--- config.mk ---
export PLATFORM = sky130hd
export DESIGN_NAME = full_subtractor_reg
export DESIGN_NICKNAME = d
export VERILOG_FILES = /design/src/rtl/full_subtractor_reg.sv
export SDC_FILE = /design/constraint.sdc
export NUM_CORES = 1
export LEC_CHECK = 0
export CORE_AREA = 4 4 41 43
export CTS_CLUSTER_DIAMETER = 50
export DETAILED_ROUTE_END_ITERATION = 12
export DIE_AREA = 0 0 45 47
export GPL_TIMING_DRIVEN = 0
export SLEW_MARGIN = 20
export SYNTH_ARGS = -nofsm -noshare
export SYNTH_HDL_FRONTEND = slang
export SYNTH_SLANG_ARGS = --single-unit
--- constraint.sdc ---
create_clock -name clk -period 1.06 [get_ports clk]
set_clock_uncertainty 0.1 [all_clocks]
set_input_delay 0.106 -clock clk [delete_from_list [all_inputs] [get_ports clk]]
set_output_delay 0.106 -clock clk [all_outputs]
set_load 0.05 [all_outputs]
--- src/rtl/full_subtractor_reg.sv ---
`default_nettype none
// ============================================================================
// Module      : full_subtractor_reg
// Description : Registered ripple-borrow subtractor, d = a - b - bin.
//               A per-bit full-subtractor chain feeds one output register
//               stage with a valid flag. At WIDTH=1 it is the classic
//               full-subtractor cell. At wider widths it is a ripple-borrow
//               slice whose borrow-out can be chained to a following stage.
//
// Parameters  : WIDTH      operand / difference width in bits (>= 1)
//
// Ports       : clk        system clock, rising-edge active
//               rst        asynchronous active-high reset
//               valid_in   qualifies a, b, bin this cycle
//               a          minuend (unsigned, WIDTH bits)
//               b          subtrahend (unsigned, WIDTH bits)
//               bin        borrow-in
//               d          registered difference (WIDTH bits)
//               bout       registered borrow-out
//               valid_out  valid_in delayed by one cycle
//
// Revision    : 1.0  initial release
// ============================================================================
module full_subtractor_reg #(
    parameter int WIDTH = 1
) (
    input  logic             clk,
    input  logic             rst,
    input  logic             valid_in,
    input  logic [WIDTH-1:0] a,
    input  logic [WIDTH-1:0] b,
    input  logic             bin,
    output logic [WIDTH-1:0] d,
    output logic             bout,
    output logic             valid_out
);

    // ------------------------------------------------------------------------
    // Combinational ripple-borrow core.
    // w_borrow[i] is the borrow into bit i; w_borrow[WIDTH] is the borrow-out.
    // ------------------------------------------------------------------------
    logic [WIDTH:0]   w_borrow;
    logic [WIDTH-1:0] w_diff;

    assign w_borrow[0] = bin;

    generate
        for (genvar i = 0; i < WIDTH; i++) begin : g_bit
            // Bit i borrows when it must take from above: either a=0,b=1
            // outright, or a==b and a borrow is already propagating in.
            assign w_diff[i]       = a[i] ^ b[i] ^ w_borrow[i];
            assign w_borrow[i + 1] = (~a[i] & b[i]) | (~(a[i] ^ b[i]) & w_borrow[i]);
        end
    endgenerate

    // ------------------------------------------------------------------------
    // Output register stage.
    // The result registers load only on qualified cycles so that d/bout hold
    // the last accepted result; the valid flag simply follows valid_in.
    // Reset is asynchronous so outputs clear immediately, discarding any
    // result still in the register.
    // ------------------------------------------------------------------------
    logic [WIDTH-1:0] r_d;
    logic             r_bout;
    logic             r_valid;

    always_ff @(posedge clk or posedge rst) begin
        if (rst) begin
            r_d     <= '0;
            r_bout  <= 1'b0;
            r_valid <= 1'b0;
        end else begin
            r_valid <= valid_in;
            if (valid_in) begin
                r_d    <= w_diff;
                r_bout <= w_borrow[WIDTH];
            end
        end
    end

    assign d         = r_d;
    assign bout      = r_bout;
    assign valid_out = r_valid;

endmodule
`default_nettype wire

==> impl_metrics.prom <==
# TYPE chip_impl_metric gauge
chip_impl_info{name="status",value="finished clean"} 1
chip_impl_metric{name="final_net_count",unit=""} 31
chip_impl_metric{name="cts_max_path_bufs",unit=""} 2
chip_impl_metric{name="period_needed",unit="ns"} 1.02
chip_impl_metric{name="min_period_over_period",unit=""} 0.964
chip_impl_info{name="worst_hold_path_type",value="primary input to register"} 1
chip_impl_metric{name="globalRoute.totalOverflow",unit=""} 0
chip_impl_metric{name="fp.dieH",unit="um"} 47
chip_impl_info{name="worst_path_max_delay_cell",value="sky130_fd_sc_hd__dfrtp_1"} 1
chip_impl_metric{name="holdPathStages",unit=""} 3
chip_impl_metric{name="cts_num_sinks",unit=""} 3
chip_impl_metric{name="synth_to_layout_area_growth",unit="%"} 97.1
chip_impl_info{name="most-common-layout-cells",value="sky130_fd_sc_hd__clkbuf_4, sky130_fd_sc_hd__clkdlybuf4s15_1, sky130_fd_sc_hd__inv_1, sky130_fd_sc_hd__dfrtp_1, sky130_fd_sc_hd__clkdlybuf4s50_1"} 1
chip_impl_metric{name="die-area",unit="um2"} 2120
chip_impl_metric{name="grt_max_degree",unit=""} 5
chip_impl_metric{name="final_layout_size_suffix_gt1_frac",unit=""} 0.391
chip_impl_metric{name="grt_util_met2",unit=""} 0.0424
chip_impl_metric{name="cap_viol_max_count",unit=""} 0
chip_impl_metric{name="routed_via_density",unit=""} 2.82
chip_impl_metric{name="synth.net_count",unit=""} 17
chip_impl_metric{name="synth.distinct_cells",unit=""} 6
chip_impl_metric{name="timing.critical_path.required",unit="ns"} 0.85
chip_impl_metric{name="chipWidth",unit="um"} 45
chip_impl_metric{name="cts-buffers-inserted",unit=""} 3
chip_impl_metric{name="worst_slew_pin_slew",unit="ns"} 0.249
chip_impl_metric{name="initialDrtViolationCount",unit=""} 1
chip_impl_info{name="endpoint_kind",value="output port"} 1
chip_impl_metric{name="yosysWarningCount",unit=""} 0
chip_impl_metric{name="syn-mean-instance-area",unit="um2"} 13.0
chip_impl_metric{name="crit_cells",unit=""} 1
chip_impl_metric{name="power.leakage",unit="nW"} 0.121
chip_impl_metric{name="clk-insertion-delay-late",unit="ns"} 0.23
chip_impl_info{name="most_congested_layer_reported_by_global_routing",value="met4"} 1
chip_impl_info{name="path_cells",value="clkbuf_4"} 1
chip_impl_metric{name="drt-wirelength-per-cell",unit="um"} 7.68
chip_impl_metric{name="grtUsageMet1",unit=""} 0.0393
chip_impl_metric{name="route.final.wire_length",unit="um"} 292
chip_impl_metric{name="grt_usage",unit=""} 0.0445
chip_impl_info{name="critical_path_class",value="register to output port"} 1
chip_impl_metric{name="postSynthCellCount",unit=""} 10
chip_impl_info{name="rsz0062_at_grt",value="false"} 1
chip_impl_metric{name="cts_setup_buffers",unit=""} 0
chip_impl_metric{name="largest_stage_delay_worst_path",unit="ns"} 0.37
chip_impl_metric{name="fin_hold_ws",unit="ns"} 0.257
chip_impl_metric{name="place.detailed.instances",unit=""} 33
chip_impl_metric{name="post-layout-total-power",unit="W"} 0.000454
chip_impl_metric{name="dr.pass1.iters",unit=""} 2
chip_impl_metric{name="finalSetupViolCount",unit=""} 0
chip_impl_info{name="critical-path-top-delay-family",value="flip-flops"} 1
chip_impl_metric{name="remaining_drc_errors",unit=""} 0
chip_impl_metric{name="post-place-ws",unit="ns"} -0.478
chip_impl_metric{name="crit_fanout",unit=""} 2
chip_impl_metric{name="powerDensity",unit="nW/um2"} 1770
chip_impl_info{name="ctsRootBufferMaster",value="sky130_fd_sc_hd__clkbuf_4"} 1
chip_impl_metric{name="core_area",unit="um2"} 1300
chip_impl_metric{name="cts.clk_slew.worst_paths",unit="ns"} 0.04
chip_impl_metric{name="path_buf_inv",unit=""} 1
chip_impl_metric{name="ir_drop",unit="uV"} 264
chip_impl_metric{name="antenna_cells",unit=""} 0
chip_impl_metric{name="start_util",unit=""} 0.100
chip_impl_metric{name="final_critical_path_setup_slack",unit="ns"} 0.0381
chip_impl_metric{name="vias",unit=""} 107
chip_impl_metric{name="buffer_ports.inserted",unit=""} 8
chip_impl_metric{name="synth.yosys.seq_area_share",unit=""} 0.577
chip_impl_metric{name="route.antenna.remaining_nets",unit=""} 0
chip_impl_info{name="startpoint_type",value="register"} 1
chip_impl_metric{name="max_clock_freq",unit="MHz"} 979
chip_impl_metric{name="top_level_ports",unit=""} 9
chip_impl_metric{name="finalMaxSlewViolations",unit=""} 0
chip_impl_metric{name="mappedNetlistArea",unit="um2"} 130
chip_impl_metric{name="place_congestion",unit=""} 0.551
chip_impl_info{name="cts_tree",value="yes"} 1
chip_impl_metric{name="report.final.hold_viol_count",unit=""} 0
chip_impl_metric{name="worst_ep_arrival_time",unit="ns"} 0.82
chip_impl_metric{name="ff2ff_path_depth",unit=""} 1
chip_impl_metric{name="grt_pass1_vias",unit=""} 127
chip_impl_metric{name="clock_tree.htree_level_count",unit=""} 1
chip_impl_metric{name="max-slew-margin-rel",unit=""} 0.835
chip_impl_metric{name="grt_pass1_wl",unit="um"} 510
chip_impl_metric{name="gr-usage-met3",unit=""} 0.0460
chip_impl_metric{name="placementRows",unit=""} 13
chip_impl_metric{name="synth_seq_cells",unit=""} 3
chip_impl_metric{name="initial_antenna_violation_count",unit=""} 0
chip_impl_info{name="layout.cells.most_common",value="sky130_fd_sc_hd__clkbuf_4"} 1
chip_impl_metric{name="number_of_standard_cells_in_the_final_layout_excluding_fillers",unit=""} 38
path summary, 6_finish.rpt:
path / slack (ns) / startpoint / endpoint
max: 0.04 / bout / bout
min: 0.26 / a / bout
max reg2reg: 0.19 / d / d
min reg2reg: 0.41 / d / d
max in group asynchronous: 0.21 / rst / d
min in group asynchronous: 0.51 / rst / bout
kinds of logic after synthesis:
| kind of cell | after synthesis | share of synthesized area |
|---|---|---|
| buffers and inverters | 3 | 0.0865 |
| DFF | 3 | 0.577 |
| AOI/OAI and AO/OA | 1 | 0.0384 |
| muxes | 1 | 0.115 |
| adders and majority gates | 1 | 0.154 |
| and+or+nand+nor | 1 | 0.0288 |
what timing repair did:
item | in CTS | in global routing
setup endpoints to repair | 5 | 3
pin swaps | 1 | 1
gates resized for setup | 19 | 6
endpoints found under the hold margin | 3 | 0
hold buffers | 1 | 0
sequential cells by signal (all words and copies together) (netlist names):
register	flops
d	1
bout	1
valid_out	1
worst min-delay path: stages:
cell and delay (ns):
sky130_fd_sc_hd__clkdlybuf4s15_1 0.19, sky130_fd_sc_hd__fa_1 0.18, sky130_fd_sc_hd__a21oi_1 0.06
routing by layer:
metal	vias to the layer above	wire length (um)
met2	10	85
met3	2	68
met1	39	123
li1	56	-
met5	-	0
met4	0	14
through the flow:
step	util	cell area (um2)	TNS (ns)
global placement	0.177	230	-1.53
floorplan	-	131	0
global route	0.197	256	0
finish	0.197	256	0
CTS	0.191	249	0
detailed placement	0.177	230	-1.53
power breakdown:
part / internal, W / switching (W) / leakage [nW]
Combinational: 0.0000479 / 0.0000701 / 0.0727
Clock: 0.000141 / 0.0000580 / 0.0150
Sequential: 0.000130 / 0.00000690 / 0.0335
synth_stat cells, drive strengths merged:
library cell / number / share of area
a21oi: 1 / 0.038
nor2: 1 / 0.029
dfrtp: 3 / 0.58
mux2: 1 / 0.12
fa: 1 / 0.15
inv: 3 / 0.087
area by class of cell:
class / count / area [um2]
Inverter: 3 / 11.3
Tap cell: 15 / 18.8
Fill cell: 147 / 1040
Clock buffer: 4 / 26.3
Timing Repair Buffer: 9 / 80.1
Sequential cell: 3 / 76.3
Multi-Input combinational cell: 4 / 43.8
Power figures use the tool's default switching activity.
